**config.mk**
```make
export PLATFORM = sky130hd
export DESIGN_NAME = sdf_fft_sequencer_flat
export DESIGN_NICKNAME = d
export VERILOG_FILES = /design/src/rtl/sdf_fft_pkg.sv /design/src/rtl/sdf_fft_sequencer_if.sv /design/src/rtl/sdf_fft_sequencer_streamer.sv /design/src/rtl/sdf_fft_sequencer.sv /design/src/flat_wrapper.sv
export SDC_FILE = /design/constraint.sdc
export NUM_CORES = 1
export LEC_CHECK = 0
export CORE_ASPECT_RATIO = 0.7
export CORE_MARGIN = 5
export CORE_UTILIZATION = 50
export DETAILED_ROUTE_END_ITERATION = 7
export DONT_BUFFER_PORTS = 1
export MAX_ROUTING_LAYER = met4
export PLACE_DENSITY = 0.74
export SETUP_SLACK_MARGIN = 0.05
export SKIP_CTS_REPAIR_TIMING = 1
export SLEW_MARGIN = 30
export SYNTH_ARGS = -nofsm -noshare
export SYNTH_HDL_FRONTEND = slang
export SYNTH_HIERARCHICAL = 1
export SYNTH_SLANG_ARGS = --single-unit
```
**constraint.sdc**
```tcl
create_clock -name clk -period 4.1 [get_ports clk]
set_input_delay 0.41 -clock clk [delete_from_list [all_inputs] [get_ports clk]]
set_output_delay 0.41 -clock clk [all_outputs]
set_load 0.02 [all_outputs]
```
**src/rtl/sdf_fft_pkg.sv**
```systemverilog
// Shared definitions for the SDF FFT stage sequencer and its output streamer:
// state enums, the default stage count and the per-stage hold length.
package sdf_fft_pkg;

    localparam int DEFAULT_NFFT          = 128;
    localparam int DEFAULT_STAGE_LATENCY = 3;
    localparam int LOG2N                 = $clog2(DEFAULT_NFFT);

    typedef enum logic [0:0] {
        SEQ_IDLE  = 1'b0,
        SEQ_STAGE = 1'b1
    } seq_state_t;

    typedef enum logic [0:0] {
        STRM_IDLE   = 1'b0,
        STRM_STREAM = 1'b1
    } strm_state_t;

    // Stage k handles NFFT>>(k+1) samples and is held a little longer so the
    // butterfly and twiddle pipeline can drain before the next stage starts.
    function automatic int stage_len(input int k,
                                     input int nfft    = DEFAULT_NFFT,
                                     input int latency = DEFAULT_STAGE_LATENCY);
        return (nfft >> (k + 1)) + latency + 1;
    endfunction

endpackage

```
**src/rtl/sdf_fft_sequencer_if.sv**
```systemverilog
// Handshake and status bundle between the correlation control (master) and
// the SDF stage sequencer (slave).
interface sdf_fft_sequencer_if #(
    parameter int NFFT = 128
);
    localparam int LOG2N_W = $clog2(NFFT);
    localparam int SIDX_W  = $clog2(LOG2N_W) + 1;

    logic               start;
    logic               inverse;
    logic               abort;
    logic               ready;
    logic [LOG2N_W-1:0] stage_en;
    logic [SIDX_W-1:0]  stage_idx;
    logic               frame_inverse;
    logic               end_fft;
    logic               data_valid;
    logic [LOG2N_W-1:0] out_idx;
    logic               out_inverse;

    modport master (
        output start, inverse, abort,
        input  ready, stage_en, stage_idx, frame_inverse,
               end_fft, data_valid, out_idx, out_inverse
    );

    modport slave (
        input  start, inverse, abort,
        output ready, stage_en, stage_idx, frame_inverse,
               end_fft, data_valid, out_idx, out_inverse
    );

endinterface

```
**src/rtl/sdf_fft_sequencer_streamer.sv**
```systemverilog
// sdf_out_streamer: after the last butterfly stage finishes, streams an
// NFFT-cycle output-valid window with a running sample index and the frame's
// mode tag. Optional macro SDF_SEQ_OVERLAP_EN adds a check that no handoff
// arrives while a previous frame is still streaming.
module sdf_out_streamer
    import sdf_fft_pkg::*;
#(
    parameter int NFFT = 128
) (
    input  logic                    clk,
    input  logic                    rst,
    input  logic                    abort,
    input  logic                    handoff,
    input  logic                    mode,
    output logic                    data_valid,
    output logic                    end_fft,
    output logic [$clog2(NFFT)-1:0] out_idx,
    output logic                    out_inverse,
    output logic                    busy_next
);

    localparam int               IDX_W    = $clog2(NFFT);
    localparam logic [IDX_W-1:0] LAST_IDX = IDX_W'(NFFT - 1);

    strm_state_t      state;
    strm_state_t      state_n;
    logic [IDX_W-1:0] idx_n;
    logic             dv_n;
    logic             end_n;
    logic             inv_n;

    // State register
    always_ff @(posedge clk or posedge rst) begin
        if (rst) begin
            state <= STRM_IDLE;
        end else begin
            state <= state_n;
        end
    end

    // Next state: a handoff opens the window, the last index closes it
    always_comb begin
        state_n = state;
        if (abort) begin
            state_n = STRM_IDLE;
        end else begin
            case (state)
                STRM_IDLE:   if (handoff) state_n = STRM_STREAM;
                STRM_STREAM: if (out_idx == LAST_IDX) state_n = STRM_IDLE;
                default:     state_n = STRM_IDLE;
            endcase
        end
    end

    // Next output values; the mode tag is captured only when a window opens
    always_comb begin
        idx_n = '0;
        dv_n  = (state_n == STRM_STREAM);
        end_n = (state == STRM_IDLE) && (state_n == STRM_STREAM);
        inv_n = out_inverse;
        if (abort) begin
            inv_n = 1'b0;
        end else begin
            if (state == STRM_IDLE && handoff) begin
                inv_n = mode;
            end
            if (state == STRM_STREAM && state_n == STRM_STREAM) begin
                idx_n = out_idx + IDX_W'(1);
            end
        end
        busy_next = (state_n == STRM_STREAM);
    end

    // Registered outputs
    always_ff @(posedge clk or posedge rst) begin
        if (rst) begin
            data_valid  <= 1'b0;
            end_fft     <= 1'b0;
            out_idx     <= '0;
            out_inverse <= 1'b0;
        end else begin
            data_valid  <= dv_n;
            end_fft     <= end_n;
            out_idx     <= idx_n;
            out_inverse <= inv_n;
        end
    end

`ifdef SDF_SEQ_OVERLAP_EN
    // With overlapping frames a new handoff must never land on an active stream
    always @(posedge clk) begin
        if (!rst && !abort && handoff) begin
            assert (state == STRM_IDLE);
        end
    end
`endif

endmodule

```
**src/rtl/sdf_fft_sequencer.sv**
```systemverilog
// sdf_fft_sequencer: steps a one-hot stage enable through all log2(NFFT)
// SDF butterfly stages, then hands the frame to the output streamer.
// Optional macro SDF_SEQ_OVERLAP_EN lets a new frame enter the stages while
// the previous one is still streaming out.
module sdf_fft_sequencer
    import sdf_fft_pkg::*;
#(
    parameter int NFFT          = 128,
    parameter int STAGE_LATENCY = 3
) (
    input  logic                clk,
    input  logic                rst,
    sdf_fft_sequencer_if.slave  bus
);

    localparam int                N_STAGES   = $clog2(NFFT);
    localparam int                SIDX_W     = $clog2(N_STAGES) + 1;
    localparam int                CNT_W      = $clog2(NFFT / 2 + STAGE_LATENCY + 1);
    localparam logic [SIDX_W-1:0] LAST_STAGE = SIDX_W'(N_STAGES - 1);

    seq_state_t          state;
    seq_state_t          state_n;
    logic [SIDX_W-1:0]   stage;
    logic [SIDX_W-1:0]   stage_n;
    logic [CNT_W-1:0]    cnt;
    logic [CNT_W-1:0]    cnt_n;
    logic                terminal;
    logic                handoff;
    logic                finv_n;
    logic                ready_n;
    logic                strm_busy_n;
    logic [N_STAGES-1:0] stage_en_n;
    logic [SIDX_W-1:0]   stage_idx_n;

    // State register together with the active stage and its cycle counter
    always_ff @(posedge clk or posedge rst) begin
        if (rst) begin
            state <= SEQ_IDLE;
            stage <= '0;
            cnt   <= '0;
        end else begin
            state <= state_n;
            stage <= stage_n;
            cnt   <= cnt_n;
        end
    end

    // Next state: accept a frame, advance stages at terminal count, hand off after the last
    always_comb begin
        state_n  = state;
        stage_n  = stage;
        cnt_n    = cnt;
        handoff  = 1'b0;
        finv_n   = bus.frame_inverse;
        terminal = (int'(cnt) == stage_len(int'(stage), NFFT, STAGE_LATENCY) - 1);
        if (bus.abort) begin
            state_n = SEQ_IDLE;
            stage_n = '0;
            cnt_n   = '0;
            finv_n  = 1'b0;
        end else begin
            case (state)
                SEQ_IDLE: begin
                    if (bus.start && bus.ready) begin
                        state_n = SEQ_STAGE;
                        stage_n = '0;
                        cnt_n   = '0;
                        finv_n  = bus.inverse;
                    end
                end
                SEQ_STAGE: begin
                    if (terminal) begin
                        cnt_n = '0;
                        if (stage == LAST_STAGE) begin
                            state_n = SEQ_IDLE;
                            stage_n = '0;
                            handoff = 1'b1;
                        end else begin
                            stage_n = stage + SIDX_W'(1);
                        end
                    end else begin
                        cnt_n = cnt + CNT_W'(1);
                    end
                end
                default: begin
                    state_n = SEQ_IDLE;
                    stage_n = '0;
                    cnt_n   = '0;
                end
            endcase
        end
    end

    // Next output values derived from where the machines are heading
    always_comb begin
        stage_en_n  = '0;
        stage_idx_n = '0;
        if (state_n == SEQ_STAGE) begin
            stage_en_n  = N_STAGES'(1) << stage_n;
            stage_idx_n = stage_n;
        end
`ifdef SDF_SEQ_OVERLAP_EN
        ready_n = (state_n == SEQ_IDLE);
`else
        ready_n = (state_n == SEQ_IDLE) && !strm_busy_n;
`endif
    end

    // Registered outputs
    always_ff @(posedge clk or posedge rst) begin
        if (rst) begin
            bus.ready         <= 1'b1;
            bus.stage_en      <= '0;
            bus.stage_idx     <= '0;
            bus.frame_inverse <= 1'b0;
        end else begin
            bus.ready         <= ready_n;
            bus.stage_en      <= stage_en_n;
            bus.stage_idx     <= stage_idx_n;
            bus.frame_inverse <= finv_n;
        end
    end

    sdf_out_streamer #(
        .NFFT (NFFT)
    ) u_streamer (
        .clk         (clk),
        .rst         (rst),
        .abort       (bus.abort),
        .handoff     (handoff),
        .mode        (bus.frame_inverse),
        .data_valid  (bus.data_valid),
        .end_fft     (bus.end_fft),
        .out_idx     (bus.out_idx),
        .out_inverse (bus.out_inverse),
        .busy_next   (strm_busy_n)
    );

endmodule

```
**src/flat_wrapper.sv**
```systemverilog
// flat-port wrapper written by rule: the top's interface ports become plain ports
module sdf_fft_sequencer_flat import sdf_fft_pkg::*;
#(
    parameter int NFFT          = 128,
    parameter int STAGE_LATENCY = 3
)
  (clk, rst, bus_start, bus_inverse, bus_abort, bus_ready, bus_stage_en, bus_stage_idx, bus_frame_inverse, bus_end_fft, bus_data_valid, bus_out_idx, bus_out_inverse);
  sdf_fft_sequencer_if #(.NFFT(NFFT)) bus_i ();
  input  logic clk;
  input  logic rst;
  input wire logic [$bits(bus_i.start)-1:0] bus_start;
  input wire logic [$bits(bus_i.inverse)-1:0] bus_inverse;
  input wire logic [$bits(bus_i.abort)-1:0] bus_abort;
  output wire logic [$bits(bus_i.ready)-1:0] bus_ready;
  output wire logic [$bits(bus_i.stage_en)-1:0] bus_stage_en;
  output wire logic [$bits(bus_i.stage_idx)-1:0] bus_stage_idx;
  output wire logic [$bits(bus_i.frame_inverse)-1:0] bus_frame_inverse;
  output wire logic [$bits(bus_i.end_fft)-1:0] bus_end_fft;
  output wire logic [$bits(bus_i.data_valid)-1:0] bus_data_valid;
  output wire logic [$bits(bus_i.out_idx)-1:0] bus_out_idx;
  output wire logic [$bits(bus_i.out_inverse)-1:0] bus_out_inverse;
  assign bus_i.start = bus_start;
  assign bus_i.inverse = bus_inverse;
  assign bus_i.abort = bus_abort;
  assign bus_ready = bus_i.ready;
  assign bus_stage_en = bus_i.stage_en;
  assign bus_stage_idx = bus_i.stage_idx;
  assign bus_frame_inverse = bus_i.frame_inverse;
  assign bus_end_fft = bus_i.end_fft;
  assign bus_data_valid = bus_i.data_valid;
  assign bus_out_idx = bus_i.out_idx;
  assign bus_out_inverse = bus_i.out_inverse;
  sdf_fft_sequencer #(.NFFT(NFFT), .STAGE_LATENCY(STAGE_LATENCY)) u_core (.clk(clk), .rst(rst), .bus(bus_i));
endmodule
```
==> summary.md <==
| Metric | Value |
|---|---|
| Setup TNS | 0 ns |
| CTS buffer count | 5 |
| Placed wire-length estimate | 3038 um |
| TritonRoute pass-1 iters | 5 |
| Failing checks | hold timing |
| R2R depth | 10 |
| Worst Setup Start Kind | flip-flop |
| Critical Path AT | 3.64 ns |
| Post-synth top area cell | dfrtp_1 |
| Hold Violations, Final | 10 |
| Gate Count Post-Synth | 184 |
| Relative slew slack | 53.14% |
| Critical Path Sink | u_core/bus.ready$_DFF_PP1_ |
| Slowest CP cell | or4b_2 |
| Slowest stage delay, CP | 0.70 ns |
| R2r startpoint | u_core/stage[0]$_DFF_PP0_ |
| Syn nets | 193 |
| Initial antenna violation count | 0 |
| Leading cell types by count after synthesis | 34 x dfrtp_1, 19 x nor2_1, 12 x nand2_1, 8 x nor4_1, 7 x clkbuf_1 |
| Final worst slack | 0.6507 ns |
| RSZ-0062 raised after global routing | no |
| Worst Max-Slew Pin Slew | 0.6982 ns |
| Synth Flop Type | dfrtp_1 |
| Synth Warn # | 6 |
| CP startpoint | u_core/stage[0]$_DFF_PP0_ |
| Via count | 1372 |
| Clk sink count | 35 |
| Pleak | 0.8478 nW |
| Nets | 194 |
| CTS tree | yes |
| CP Capture Type | flip-flop |
| Clock Path Buffers | 2 |
| Total Routing Usage GR | 17.90% |
| Post-Syn Area per Cell | 10.25 sq um |
| Setup Viol. Count Final | 0 |
| Max IR drop VDD | 0.2141 mV |
| Placed Cells | 228 |
| Post-Place Worst Slack | 0.6843 ns |
| First-pass GRT wire length | 6831 um |
| Height of the die | 61.38 um |
| Post-synthesis register bit count | 35 |
| Placer Congestion | 0.8882 |
| Worst-Skew Late Latency | 0.28 ns |
| Synth top area cells | dfrtp_1 45%, nor2_1 3.8%, xnor2_1 2.8% |
| Grt total ovfl | 0 |
| Core ar. | 3581 sq um |
| Clk_skew | 0.005519 ns |
| Reg-to-Reg End | u_core/bus.ready$_DFF_PP1_ |
| Die area | 5119 sq um |
| Final Max Tran Viols | 0 |
| # Max-Cap Violations | 0 |
| Post-synth EDFFs | 0 |
| Crit path kind | reg -> reg |
| Fill cell count | 305 |
| Syn Std Cell Area | 1886 sq um |
| Crit Path Max Fanout | 13 |
| FF-to-FF setup slack | 0.65 ns |
| WP depth | 10 |
| Average wire per standard cell | 17.26 um |
| Outcome | complete, but fails checks |
| PwrDens | 340.3 nW/um^2 |
| Max Clk Rate | 289.9 MHz |
| CP required | 4.29 ns |
| CTS H-tree lvls | 2 |
| Netlist cell types | 50 |
| Vias in the first global route | 1386 |
| Cell Rows | 18 |
| Routed WL | 4055 um |
| Reg clk slew, reported paths | 0.07 ns |
| Synth top area share | 45.12% |
| Final period util | 84.13% |
| Die width | 83.40 um |
| Most common cell in the netlist | dfrtp_1 |
| Seq/Total Area, Yosys | 46.52% |
| Minimum clock period | 3.449 ns |
| Crit-path most repeated cell | nor2_1 |
| CP cell instances | nor4bb_1 > inv_2 > ha_1 > xnor2_1 > or4b_2 > a211oi_4 > nor3b_1 > nor2_1 > a311oi_1 > nor2_1 |
| Starting density of the core | 52.66% |
| Xor-xnor portion of the synthesized cell area | 4.180% |
| DR iter-0 viols | 88 |
| Fin cells | 235 |
| CP Buf/Inv Count | 1 |
| Area Overhead vs Synth | 7.698% |
| CTS root buf | clkbuf_8 |
| Mux share of post-synthesis cell area | 3.650% |
| PortBufs | 0 |
| Number of I/O pins | 28 |
| Post-route ant nets | 0 |
| Ant diodes | 0 |
| Compound-Gate Fraction of Synth Area | 13.87% |
| Combinational family with the most area after synthesis | simple AND/OR/NAND/NOR gates |
| Simple-gate portion of the synthesized area | 25.08% |
| Hold WC Path Type | in -> async |
| Share of post-route cells with drive strength above 1 | 14.05% |
| Largest net degree at the start of global routing | 26 |
| Post-synth ARST share | 100.0% |
| Via density | 5.838 |
| Hold WS | -0.01764 ns |
| DRC Markers | 0 |
| Synth Area in Adders | 2.654% |
| Largest delay contributor family on the critical path | simple AND/OR/NAND/NOR gates |
[cell usage in the layout (no fill, tap or decap), types with 5 or more instances in the layout]
master / n
nor2_1: 19
nor3_1: 5
xnor2_1: 6
and2_1: 5
clkbuf_8: 5
nand2_1: 12
inv_1: 5
a21oi_1: 5
nor4_1: 8
dfrtp_1: 34
[per-stage QoR]
step           hold slack, ns  cell area [sq um]  utilization [%]  power, mW
2_1_floorplan          0.2502               1886                -     0.3958
3_3_place_gp           0.2848               1928            53.84     0.4031
3_5_place_dp           0.2972               1928            53.84     0.4054
4_1_cts              -0.01360               2031            56.71     0.6997
5_1_grt               0.01348               2031            56.71     0.7218
6_report             -0.01764               2031            56.71     0.6911
[worst reg2reg max path, stage by stage (launching register included)]
cell and delay (ns):
dfrtp_1 0.51, nor4bb_1 0.47, inv_2 0.10, ha_1 0.33, xnor2_1 0.14, or4b_2 0.70
a211oi_4 0.31, nor3b_1 0.33, nor2_1 0.08, a311oi_1 0.30, nor2_1 0.10
[final cells by class]
class,instances,area [sq um],share of cell area [%]
clock buffers,6,72.57,3.574
clock inverters,1,30.03,1.479
inverters,9,33.78,1.664
multi-input cells,131,932.1,45.90
flip-flops and latches,35,877.1,43.19
well taps,50,62.56,3.081
repair buffers,3,22.52,1.109
[power by group]
part	internal, mW	switching [mW]	total (mW)
Combinational	0.0113	0.0243	0.0356
Clock	0.178	0.114	0.292
Sequential	0.351	0.0119	0.363
[how the worst min path moves through the flow]
stage | slack (ns) | from | depth (start not counted) | end
6_report | -0.02 | rst | 1 | u_core/u_streamer/out_idx[2]$_DFF_PP0_
5_1_grt | 0.01 | rst | 1 | u_core/u_streamer/out_idx[1]$_DFF_PP0_
4_1_cts | -0.01 | rst | 1 | u_core/u_streamer/out_idx[2]$_DFF_PP0_
3_5_place_dp | 0.30 | rst | 1 | u_core/u_streamer/out_idx[1]$_DFF_PP0_
3_3_place_gp | 0.28 | rst | 1 | u_core/u_streamer/out_idx[1]$_DFF_PP0_
2_1_floorplan | 0.25 | rst | 1 | u_core/u_streamer/data_valid$_DFF_PP0_
[routing by layer]
metal	up-vias	wire length (um)	GRT usage (%)
li1	665	-	-
met1	667	1922	22.24
met2	37	1836	28.08
met3	3	275	6.684
met4	0	21	4.662
met5	-	0	-
[registers in the layout, indices dropped and copies added, names as in the netlist]
name,count
u_core/bus.frame_inverse,1
u_core/bus.ready,1
u_core/bus.stage_en,7
u_core/bus.stage_idx,4
u_core/cnt,7
u_core/stage,4
u_core/state,1
u_core/u_streamer/data_valid,1
u_core/u_streamer/end_fft,1
u_core/u_streamer/out_idx,7
u_core/u_streamer/out_inverse,1
[cells by family after synthesis]
group | after synthesis
flops | 35
mux | 6
compound gates | 30
xor+xnor | 9
buf+inv | 18
fa+ha+maj | 4
simple gates | 82
Note: power is estimated with default switching activity, not from simulation.
